===== config.mk =====
export PLATFORM = sky130hd
export DESIGN_NAME = uart_tx_arbiter
export DESIGN_NICKNAME = d
export VERILOG_FILES = /design/src/rtl/uart_tx_arbiter.sv
export SDC_FILE = /design/constraint.sdc
export NUM_CORES = 1
export LEC_CHECK = 0
export BUFFER_PORTS_ARGS = -buffer_cell sky130_fd_sc_hd__clkbuf_2
export CAP_MARGIN = 30
export CORE_MARGIN = 1
export CORE_UTILIZATION = 33
export DETAILED_ROUTE_END_ITERATION = 6
export MAX_ROUTING_LAYER = met4
export PLACE_DENSITY_LB_ADDON = 0.3
export REMOVE_ABC_BUFFERS = 1
export SLEW_MARGIN = 20
export SYNTH_ARGS = -nofsm -noshare
export SYNTH_HDL_FRONTEND = slang
export SYNTH_SLANG_ARGS = --single-unit

===== constraint.sdc =====
create_clock -name clock -period 2.2 [get_ports clock]
set_input_delay 0.55 -clock clock [delete_from_list [all_inputs] [get_ports clock]]
set_output_delay 0.55 -clock clock [all_outputs]
set_load 0.01 [all_outputs]

===== src/rtl/uart_tx_arbiter.sv =====
// uart_tx_arbiter: shares one uartWrite byte transmitter between NREQ requesters.
// Round-robin arbitration picks one owner. That owner keeps the transmitter
// for its whole packet. Each byte goes through a run/feedback handshake, and
// the owner receives a one-cycle ack for every byte sent. A watchdog aborts any
// handshake that stalls for TIMEOUT cycles.
module uart_tx_arbiter #(
  parameter int NREQ    = 4,
  parameter int TIMEOUT = 2_000_000
) (
  input  logic              clock,
  input  logic              reset,
  input  logic [NREQ-1:0]   req,
  input  logic [NREQ-1:0]   last,
  input  logic [8*NREQ-1:0] data_in,
  output logic [NREQ-1:0]   grant,
  output logic [NREQ-1:0]   ack,
  output logic              busy,
  output logic [7:0]        tx_data,
  output logic              tx_run,
  input  logic              tx_feedback,
  output logic              timeout_err
);

  localparam int IW = (NREQ > 1) ? $clog2(NREQ) : 1;
  localparam int CW = $clog2(TIMEOUT + 1);
  localparam logic [CW-1:0] WD_LAST  = CW'(TIMEOUT - 1);
  localparam logic [IW-1:0] PTR_INIT = IW'(NREQ - 1);

  typedef enum logic [2:0] {
    IDLE,
    CLR,
    SEND,
    ACK,
    NEXT
  } state_t;

  state_t           state;
  logic [IW-1:0]    rr_ptr;
  logic [IW-1:0]    owner;
  logic             last_q;
  logic [CW-1:0]    wd_cnt;

  logic             win_vld;
  logic [IW-1:0]    win_idx;
  logic [NREQ-1:0]  win_onehot;
  logic             wd_expired;

  assign wd_expired = (wd_cnt == WD_LAST);

  // Round-robin search: first active request at or after rr_ptr+1, wrapping.
  always_comb begin
    int            cand;
    logic [IW-1:0] cidx;
    win_vld    = 1'b0;
    win_idx    = '0;
    win_onehot = '0;
    cand       = 0;
    cidx       = '0;
    for (int k = 1; k <= NREQ; k++) begin
      cand = (int'(rr_ptr) + k) % NREQ;
      cidx = IW'(cand);
      if (!win_vld && req[cidx]) begin
        win_vld = 1'b1;
        win_idx = cidx;
      end
    end
    if (win_vld) begin
      win_onehot = NREQ'(1) << win_idx;
    end
  end

  // Transfer FSM. It handles arbitration, the per-byte run/feedback handshake,
  // packet locking and the watchdog abort. All outputs are registered.
  always_ff @(posedge clock or negedge reset) begin
    if (!reset) begin
      state       <= IDLE;
      grant       <= '0;
      ack         <= '0;
      busy        <= 1'b0;
      tx_data     <= '0;
      tx_run      <= 1'b0;
      timeout_err <= 1'b0;
      wd_cnt      <= '0;
      rr_ptr      <= PTR_INIT;
      owner       <= '0;
      last_q      <= 1'b0;
    end else begin
      ack         <= '0;
      timeout_err <= 1'b0;
      case (state)
        IDLE: begin
          wd_cnt <= '0;
          tx_run <= 1'b0;
          if (win_vld) begin
            grant   <= win_onehot;
            busy    <= 1'b1;
            owner   <= win_idx;
            tx_data <= data_in[8*win_idx +: 8];
            last_q  <= last[win_idx];
            state   <= CLR;
          end
        end

        // Wait for the transmitter to re-arm (feedback low) before starting the byte.
        CLR: begin
          if (!tx_feedback) begin
            tx_run <= 1'b1;
            wd_cnt <= '0;
            state  <= SEND;
          end else if (wd_expired) begin
            timeout_err <= 1'b1;
            grant       <= '0;
            busy        <= 1'b0;
            tx_run      <= 1'b0;
            rr_ptr      <= owner;
            wd_cnt      <= '0;
            state       <= IDLE;
          end else begin
            wd_cnt <= wd_cnt + 1'b1;
          end
        end

        // Byte in flight: hold run and data until the transmitter reports it sent.
        SEND: begin
          if (tx_feedback) begin
            ack    <= grant;
            wd_cnt <= '0;
            state  <= ACK;
          end else if (wd_expired) begin
            timeout_err <= 1'b1;
            grant       <= '0;
            busy        <= 1'b0;
            tx_run      <= 1'b0;
            rr_ptr      <= owner;
            wd_cnt      <= '0;
            state       <= IDLE;
          end else begin
            wd_cnt <= wd_cnt + 1'b1;
          end
        end

        // The ack pulse is visible during this cycle. The owner advances its byte now.
        ACK: begin
          wd_cnt <= '0;
          state  <= NEXT;
        end

        // End of packet releases the transmitter. Otherwise load the owner's next byte.
        NEXT: begin
          wd_cnt <= '0;
          tx_run <= 1'b0;
          if (last_q || !req[owner]) begin
            grant  <= '0;
            busy   <= 1'b0;
            rr_ptr <= owner;
            state  <= IDLE;
          end else begin
            tx_data <= data_in[8*owner +: 8];
            last_q  <= last[owner];
            state   <= CLR;
          end
        end

        default: begin
          grant  <= '0;
          busy   <= 1'b0;
          tx_run <= 1'b0;
          wd_cnt <= '0;
          state  <= IDLE;
        end
      endcase
    end
  end

endmodule

* Yosys cells after proc, flatten, opt, wreduce, memory -nomap -nowiden
Index checks and enable logic that the tools add are counted.
** Storage, ports and cells
- Flip-flop bits (word level) :: 48
- Latch bits :: 0
- RAM bits :: 0
- Memory bits (read-only) :: 0
- Input port bits :: 43
- Output and inout port bits :: 19
- Word-level logic and storage cells :: 117
- Memories kept :: 0
** Operators by class
- Add/subtract/negate cells :: 5
- $mul :: 0
- Div/mod/pow operators :: 0
- Magnitude comparators :: 6
- Equal/unequal tests :: 10
- Shift-type cells :: 3
- Multiplexer cells :: 65
- Bitwise logic cells :: 1
- Reduce and logical (&&, ||, !) cells :: 16
** Operators with widths (count)
- $shiftx A32 B6 Y8 :: 2
- $mux W21 :: 3
- $pmux W21 S2 :: 1
- $mux W4 :: 7
- $mux W1 :: 25
- $add A21 B1 Y21 const B :: 1
- $eq A21 B21 Y1 const B :: 1
- $pmux W4 S5 :: 1
- $lt A2 B3 Y1 const B :: 6
- $mux W2 :: 8
- $mux W8 :: 2
- $pmux W8 S2 :: 1
- $pmux W3 S5 :: 1
- $bmux W1 S2 :: 7
- $mux W3 :: 4
- $ne A2 B2 Y1 const B :: 5
- $eq A3 B2 Y1 const B :: 2
- $pmux W2 S3 :: 1
- $pmux W1 S5 :: 1
- $reduce_and A5 Y1 :: 1
- $add A2 B1 Y2 const B :: 2
- $add A2 B2 Y2 const B :: 2
- $logic_not A1 Y1 :: 4
- $pmux W1 S2 :: 2
- 13 further kinds :: 16

* Longest topological paths before layout
Gate-level depths: netlist (run 1).
- Word-level depth :: 17
- Mapped depth :: 7
- Depth with buffers taken out :: 5

* Worst setup path before layout (run 1)
Ideal clock, no wire load.
- Path kind :: input -> register
- Start point :: in req[0]
- End point :: reg tx_data[6]
- Library setup time :: 94 ps
- Arrival time :: 1903 ps
- Required time :: 2106 ps
- Path slack :: 203 ps
- Stages on the path :: 6
- Path buffers :: 1
- Cells stage by stage :: or3b_1 > o211a_2 > a21o_2 > buf_6 > mux2i_1 > a221oi_2
** Between the ends
- Longest elaborated chain between the ends :: 15
- Elaborated cells on any way between the ends :: 32
- Classes of those cells :: 2 x eq/ne; 1 x shift; 20 x mux; 9 x reduce/logical
** RTL lines
- start, declared :: RTL line 12 : input logic [NREQ-1:0] req,
- $bmux W1 S2 :: RTL line 62 : if (!win_vld && req[cidx]) begin
- $mux W1 (implied by the code) :: RTL line 62
- $mux W1 :: RTL line 62
- $logic_not A1 Y1 :: RTL line 62
- $logic_and A1 B1 Y1 :: RTL line 62
- $mux W1 :: RTL line 62
- $logic_not A1 Y1 :: RTL line 62
- $logic_and A1 B1 Y1 :: RTL line 62
- $mux W1 :: RTL line 62
- $logic_not A1 Y1 :: RTL line 62
- $logic_and A1 B1 Y1 :: RTL line 62
- $mux W2 :: RTL line 62
- $shiftx A32 B6 Y8 :: RTL line 98 : tx_data <= data_in[8*win_idx +: 8];
- $mux W8 :: RTL line 94 : if (win_vld) begin
- $pmux W8 S2 :: RTL line 90 : case (state)
- end signal, assigned :: RTL line 98
- end signal, assigned :: RTL line 158 : tx_data <= data_in[8*owner +: 8];
- end, declared :: RTL line 18 : output logic [7:0] tx_data,
Parallel ways exist; a longest one is shown, timed or not. The select of a mux whose other input is x is not followed.
A chain may end at the register's enable or synchronous reset.

* Worst setup path after layout (run 1)
- Start point :: reg owner[1]
- End point :: reg tx_data[3]
** Between the ends
- Longest elaborated chain between the ends :: 6
- Elaborated cells on any way between the ends :: 9
- Classes of those cells :: 1 x eq/ne; 1 x shift; 4 x mux; 3 x reduce/logical
** RTL lines
- start, declared :: RTL line 39 : logic [IW-1:0] owner;
- start signal, assigned :: RTL line 97 : owner <= win_idx;
- branches (longest 6 deep; another with $shiftx A32 B6 Y8)
Several ways; the timed one is not identified. The select of a mux whose other input is x is not followed.

==> results of run 1 <==
-- flip-flops by register name, indices dropped and copies added (netlist names) --
| register | flops |
|---|---|
| tx_run | 1 |
| wd_cnt | 21 |
| state | 3 |
| owner | 2 |
| busy | 1 |
| rr_ptr | 2 |
| grant | 4 |
| tx_data | 8 |
| ack | 4 |
| timeout_err | 1 |
| last_q | 1 |
-- synthesized netlist by cell type, drive strengths merged (6+ instances only) --
library cell	instances
nor2	47
dfrtp	46
inv	16
xor2	13
a211oi	12
nand2	12
mux2i	11
nand3	11
a2111oi	8
and3	7
buf	7
o21ai	7
xnor2	7
a21oi	6
nand4	6
-- cells by family (layout without fill, tap and decap cells) --
family,after synthesis,count (layout),synth area share
flip-flops,48,48,0.430
multiplexers,17,17,0.0729
buffers and inverters,27,108,0.0447
XOR/XNOR,20,20,0.0626
AND/OR/NAND/NOR,112,112,0.209
adder cells (fa/ha/maj),1,1,0.00447
AO/OA/AOI/OAI,61,61,0.177
-- routing by layer --
layer	vias up	part of all wire	wire, um
met5	-	0	0
met4	0	0.0097	64
met3	6	0.042	281
met2	54	0.49	3230
met1	1187	0.46	3040
li1	1201	-	-
-- cell usage in the layout (no fill, tap or decap), types with 2 or more instances in the layout --
| cell | netlist | layout |
|---|---|---|
| clkbuf_8 | 0 | 5 |
| mux2i_1 | 11 | 11 |
| a221oi_2 | 2 | 2 |
| mux2_1 | 2 | 2 |
| o21ai_0 | 6 | 6 |
| xor2_1 | 13 | 13 |
| and4_1 | 2 | 2 |
| nor2_1 | 45 | 45 |
| a21o_1 | 2 | 2 |
| dfrtp_1 | 46 | 46 |
| nand2b_1 | 2 | 2 |
| nor4b_1 | 2 | 2 |
| buf_4 | 1 | 22 |
| nand3_1 | 11 | 11 |
| and2_1 | 2 | 2 |
| or3b_1 | 2 | 2 |
| xnor2_1 | 7 | 7 |
| dfstp_2 | 2 | 2 |
| and3_1 | 7 | 7 |
| mux2_2 | 2 | 2 |
| a31oi_1 | 3 | 3 |
| nor2b_1 | 2 | 2 |
| a21oi_1 | 5 | 5 |
| nand2_1 | 12 | 12 |
| a32oi_1 | 5 | 5 |
| o22a_1 | 3 | 3 |
| nand3b_1 | 2 | 2 |
| o31ai_1 | 3 | 3 |
| nand4_1 | 6 | 6 |
| a211oi_1 | 12 | 12 |
| clkbuf_2 | 0 | 61 |
| a2111oi_0 | 7 | 6 |
| nor3_1 | 5 | 5 |
| nor3b_1 | 3 | 3 |
| inv_1 | 16 | 16 |
-- worst min-delay path by stage --
stage | startpoint | cells after the start | end
after floorplan | reset | 0 | ack[0]
after global placement | last_q | 2 | last_q
after detailed placement | last_q | 2 | last_q
after CTS | reset | 1 | owner[1]
after global routing | reset | 1 | last_q
final | reset | 1 | last_q
-- power by group --
part	internal (mW)	leakage (nW)	switching (mW)
Combinational	0.796	0.895	0.989
Sequential	1.11	0.618	0.155
Clock	0.338	0.0552	0.300
-- what timing repair did --
item	4_1_cts	5_1_grt
setup endpoints to repair	0	1
resized for setup	0	1
hold buffers	0	0
-- metrics by stage --
stage / power (mW) / setup TNS (ns) / cells / setup slack (ns) / utilization
after global placement: 3.04 / -0.0236 / 464 / -0.0236 / 0.408
final: 3.69 / 0 / 472 / 0.149 / 0.422
after global routing: 3.96 / 0 / 472 / 0.0518 / 0.422
after CTS: 3.71 / 0 / 472 / 0.149 / 0.422
after detailed placement: 3.07 / -0.0361 / 464 / -0.0268 / 0.408
after floorplan: 2.37 / 0 / 275 / 0.00324 / -
-- layout make-up --
| type | instances | area, um2 |
|---|---|---|
| clock buffer | 6 | 72.6 |
| clock inverter | 2 | 35.0 |
| fill | 813 | 4750 |
| inverter | 16 | 60.1 |
| multi-input combinational | 211 | 1470 |
| sequential | 48 | 1200 |
| tap | 105 | 131 |
| timing repair buffer | 84 | 490 |
-- critical path: stages (launching register included) --
cell and delay (ns):
dfrtp_1 0.42, mux4_2 0.38, nand2b_4 0.07, a2111o_1 0.52
a2111oi_0 0.43, a211oi_1 0.09
==> impl_metrics.tcl, run 1 <==
set metrics [dict create \
    clockBufferDepth 2 \
    port_buffers 61 \
    synth_warnings 0 \
    status "finished clean" \
    post_dp_cell_area_um2 3360 \
    yosysUniqueCellTypes 61 \
    vias 2448 \
    yosys.area.top_type "dfrtp_1" \
    power_density_nw_per_um2 1060 \
    startpoint_type "flip-flop" \
    vdd_drop_max_v 0.000467 \
    endpoint "tx_data[3]" \
    use_met1 0.198 \
    synth.avg_cell_area_um2 9.79 \
    cts_setup_buffers 0 \
    clk_pin_slew_ns 0.09 \
    cts-buffers-inserted 5 \
    crit_arrival_ns 2.22 \
    ys_ff_latch 48 \
    synthesis.area_um2 2800 \
    slew_viol_final 0 \
    insertion_delay_ns 0.30 \
    drc 0 \
    tightest_slew_ns 0.601 \
    synth.area.top_cells "dfrtp_1 (41%), nor2_1 (6.0%), xor2_1 (4.1%)" \
    synthToLayoutAreaGrowth_pct 23.8 \
    place_congestion 0.797 \
    p_leak_nw 1.57 \
    vias_per_cell 5.19 \
    synth-edff-count 0 \
    cp_max_fo 7 \
    rows 33 \
    final_nets 410 \
    cts_tree "yes" \
    r2r_slack_ns 0.15 \
    synth_top_area_frac 0.411 \
    gr-max-usage-layer "met2" \
    track_usage 0.161 \
    n_antenna_cell 0 \
    htreeDepth 2 \
    cts_root_buffer "clkbuf_8" \
    rr_startpoint "owner[1]" \
    core_um2 8220 \
    top_level_ports 62 \
    start_util 0.341 \
    finalSetupViolCount 0 \
    hold_slack_ns 0.197 \
    synth_cells 286 \
    period_minus_slack_ns 2.05 \
    grt_pass1_wl_mm 10.9 \
    overflow 0 \
    met2_usage 0.276 \
    drt_pass1_iterations 4 \
    grt_max_degree 30 \
    timing.final.crit_share 0.932 \
    worst_r2r_endpoint "tx_data[3]" \
    final_cell_area_um2 3460 \
    clock_skew_ns 0.00756 \
    maxCapViolations 0 \
    wl_per_cell_um 14.0 \
    drive_above_1_share 0.289 \
    grt_pass1_vias 2370 \
    drt_wl_total_mm 6.62 \
    hold_class "in -> async" \
    cts_sinks 48 \
    dieArea_um2 8850 \
    antenna_found_initial 0 \
    slew_headroom 0.595 \
    crit_required_ns 2.37 \
    max_freq_mhz 488 \
    die_w_um 94.1 \
    drt-initial-drc-count 76 \
    yosysSeqAreaShare 0.430 \
    route.antenna.remaining_nets 0 \
    crit_type "reg -> reg" \
    ys_async_sr_fraction 1.00 \
    r2r_cells 5 \
    met3_usage 0.0251 \
    rsz0062_at_grt "false" \
    critPathCaptureType "flip-flop" \
    die_y_um 94.1 \
    hold_viol_final 0 \
    ys.flop_type "dfrtp_1" \
    crit_start "owner[1]" \
    dp_hpwl_mm 5.08 \
]
No activity file was read; power rests on OpenSTA's default activity.
==> run 2, diff against run 1 <==
CTS_BUF_LIST = sky130_fd_sc_hd__clkbuf_8   (was unset)
==> impl_metrics.tcl, run 2 (same netlist as run 1, synthesis figures left out) <==
set metrics [dict create \
    drt_pass1_iterations 4 \
    p_sw_frac 0.392 \
    drt_wl_total_mm 6.61 \
    regMostFlops "wd_cnt" \
    tns_ns 0 \
    dp_cells 464 \
    p_switching_mw 1.44 \
    r2r_slack_ns 0.15 \
    antenna_found_initial 0 \
    port_buffers 61 \
    synthToLayoutAreaGrowth_pct 23.8 \
    mostFrequentLayoutCells "clkbuf_2 (61), dfrtp_1 (46), nor2_1 (45)" \
    drt-initial-drc-count 86 \
    rows 33 \
    cts_sinks 48 \
    clk_pin_slew_ns 0.09 \
    largest_register_ffs 21 \
    overflow 0 \
    crit_required_ns 2.37 \
    maxCapViolations 0 \
    rsz0062_at_grt "false" \
    max_freq_mhz 488 \
    dp_slack_ns -0.0268 \
    start_util 0.341 \
    stdcell_count 472 \
    pwr-share-clk 0.172 \
    insertion_delay_ns 0.30 \
    drc 0 \
    comb_power_share 0.485 \
    top_regs "wd_cnt x21, tx_data x8" \
    status "finished clean" \
    cp_max_fo 7 \
    tightest_slew_ns 0.601 \
    core_um2 8220 \
    finalSetupViolCount 0 \
    startpoint_type "flip-flop" \
    dieArea_um2 8850 \
    critPathCaptureType "flip-flop" \
    dp_hpwl_mm 5.08 \
    p_int_mw 2.24 \
    wl_per_cell_um 14.0 \
    hold_viol_final 0 \
    place_congestion 0.797 \
    cts_root_buffer "clkbuf_8" \
    track_usage 0.161 \
    clockBufferDepth 2 \
    htreeDepth 2 \
    vdd_drop_max_v 0.000467 \
    timing.final.crit_share 0.932 \
    vias 2447 \
    slew_headroom 0.595 \
    vias_per_cell 5.18 \
    worst_slack_ns 0.150 \
    period_minus_slack_ns 2.05 \
    crit_type "reg -> reg" \
    n_antenna_cell 0 \
    power_density_nw_per_um2 1060 \
    die_y_um 94.1 \
    top_level_ports 62 \
    layout_commonest_cell "clkbuf_2" \
    cts_tree "yes" \
    slew_viol_final 0 \
    cts-buffers-inserted 5 \
    drive_above_1_share 0.289 \
    grt_max_degree 30 \
    clock_skew_ns 0.00756 \
    hold_class "in -> async" \
    final_nets 410 \
    grt_pass1_wl_mm 10.9 \
    crit_arrival_ns 2.22 \
    route.antenna.remaining_nets 0 \
    hold_buffers 0 \
    cts_setup_buffers 0 \
    power_frac_seq 0.344 \
    num-fill-cells 813 \
    die_w_um 94.1 \
    grt_pass1_vias 2370 \
    p_leak_nw 1.57 \
]
==> run 2: worst paths after layout <==
kind,from,endpoint,cells past startpoint
min in group clock,wd_cnt[0],wd_cnt[0],1
setup reg to reg,owner[1],tx_data[3],5
setup / recovery,owner[1],tx_data[3],5
max in group asynchronous,reset,state[2],2
hold reg to reg,wd_cnt[0],wd_cnt[0],1
hold / removal,reset,last_q,1
==> run 2: layer usage <==
layer	global-route usage	wire (um)	up-vias
met3	0.0251	281	6
met4	0.0397	64	0
met2	0.276	3220	54
met1	0.198	3040	1186
li1	-	-	1201
met5	-	0	-
==> run 2: final cells by class <==
| type | count | area [um2] | area share |
|---|---|---|---|
| inverters | 16 | 60.1 | 0.0173 |
| flip-flops and latches | 48 | 1200 | 0.347 |
| multi-input cells | 211 | 1470 | 0.425 |
| clock inverters | 3 | 38.8 | 0.0112 |
| well taps | 105 | 131 | 0.0379 |
| repair buffers | 84 | 490 | 0.142 |
| clock buffers | 5 | 68.8 | 0.0199 |
==> run 2: metrics by stage <==
step           hold WS (ns)  utilization  total power, mW  cell area [um2]
6_report              0.198        0.422             3.68             3460
5_1_grt               0.248        0.422             3.95             3460
4_1_cts               0.216        0.422             3.71             3460
3_5_place_dp          0.494        0.408             3.07             3360
3_3_place_gp          0.499        0.408             3.04             3360
2_1_floorplan         0.254            -             2.37             2730
==> run 2: timing repair <==
| action | 4_1_cts | 5_1_grt |
|---|---|---|
| hold endpoints to repair | 0 | 0 |
| endpoints found under the setup margin | 0 | 1 |
| gates resized for setup | 0 | 1 |
==> run 2: worst max-delay path, stage by stage (launching register included) <==
cell       delay [ns]
dfrtp_1          0.42
mux4_2           0.38
nand2b_4         0.07
a2111o_1         0.52
a2111oi_0        0.43
a211oi_1         0.09
==> run 2: power groups by stage <==
stage	Clock, mW	Combinational, mW	Sequential [mW]
after CTS	0.647	1.80	1.27
after floorplan	0	0.982	1.39
final	0.633	1.78	1.26
after detailed placement	0	1.79	1.28
after global placement	0	1.77	1.27
after global routing	0.672	1.99	1.29
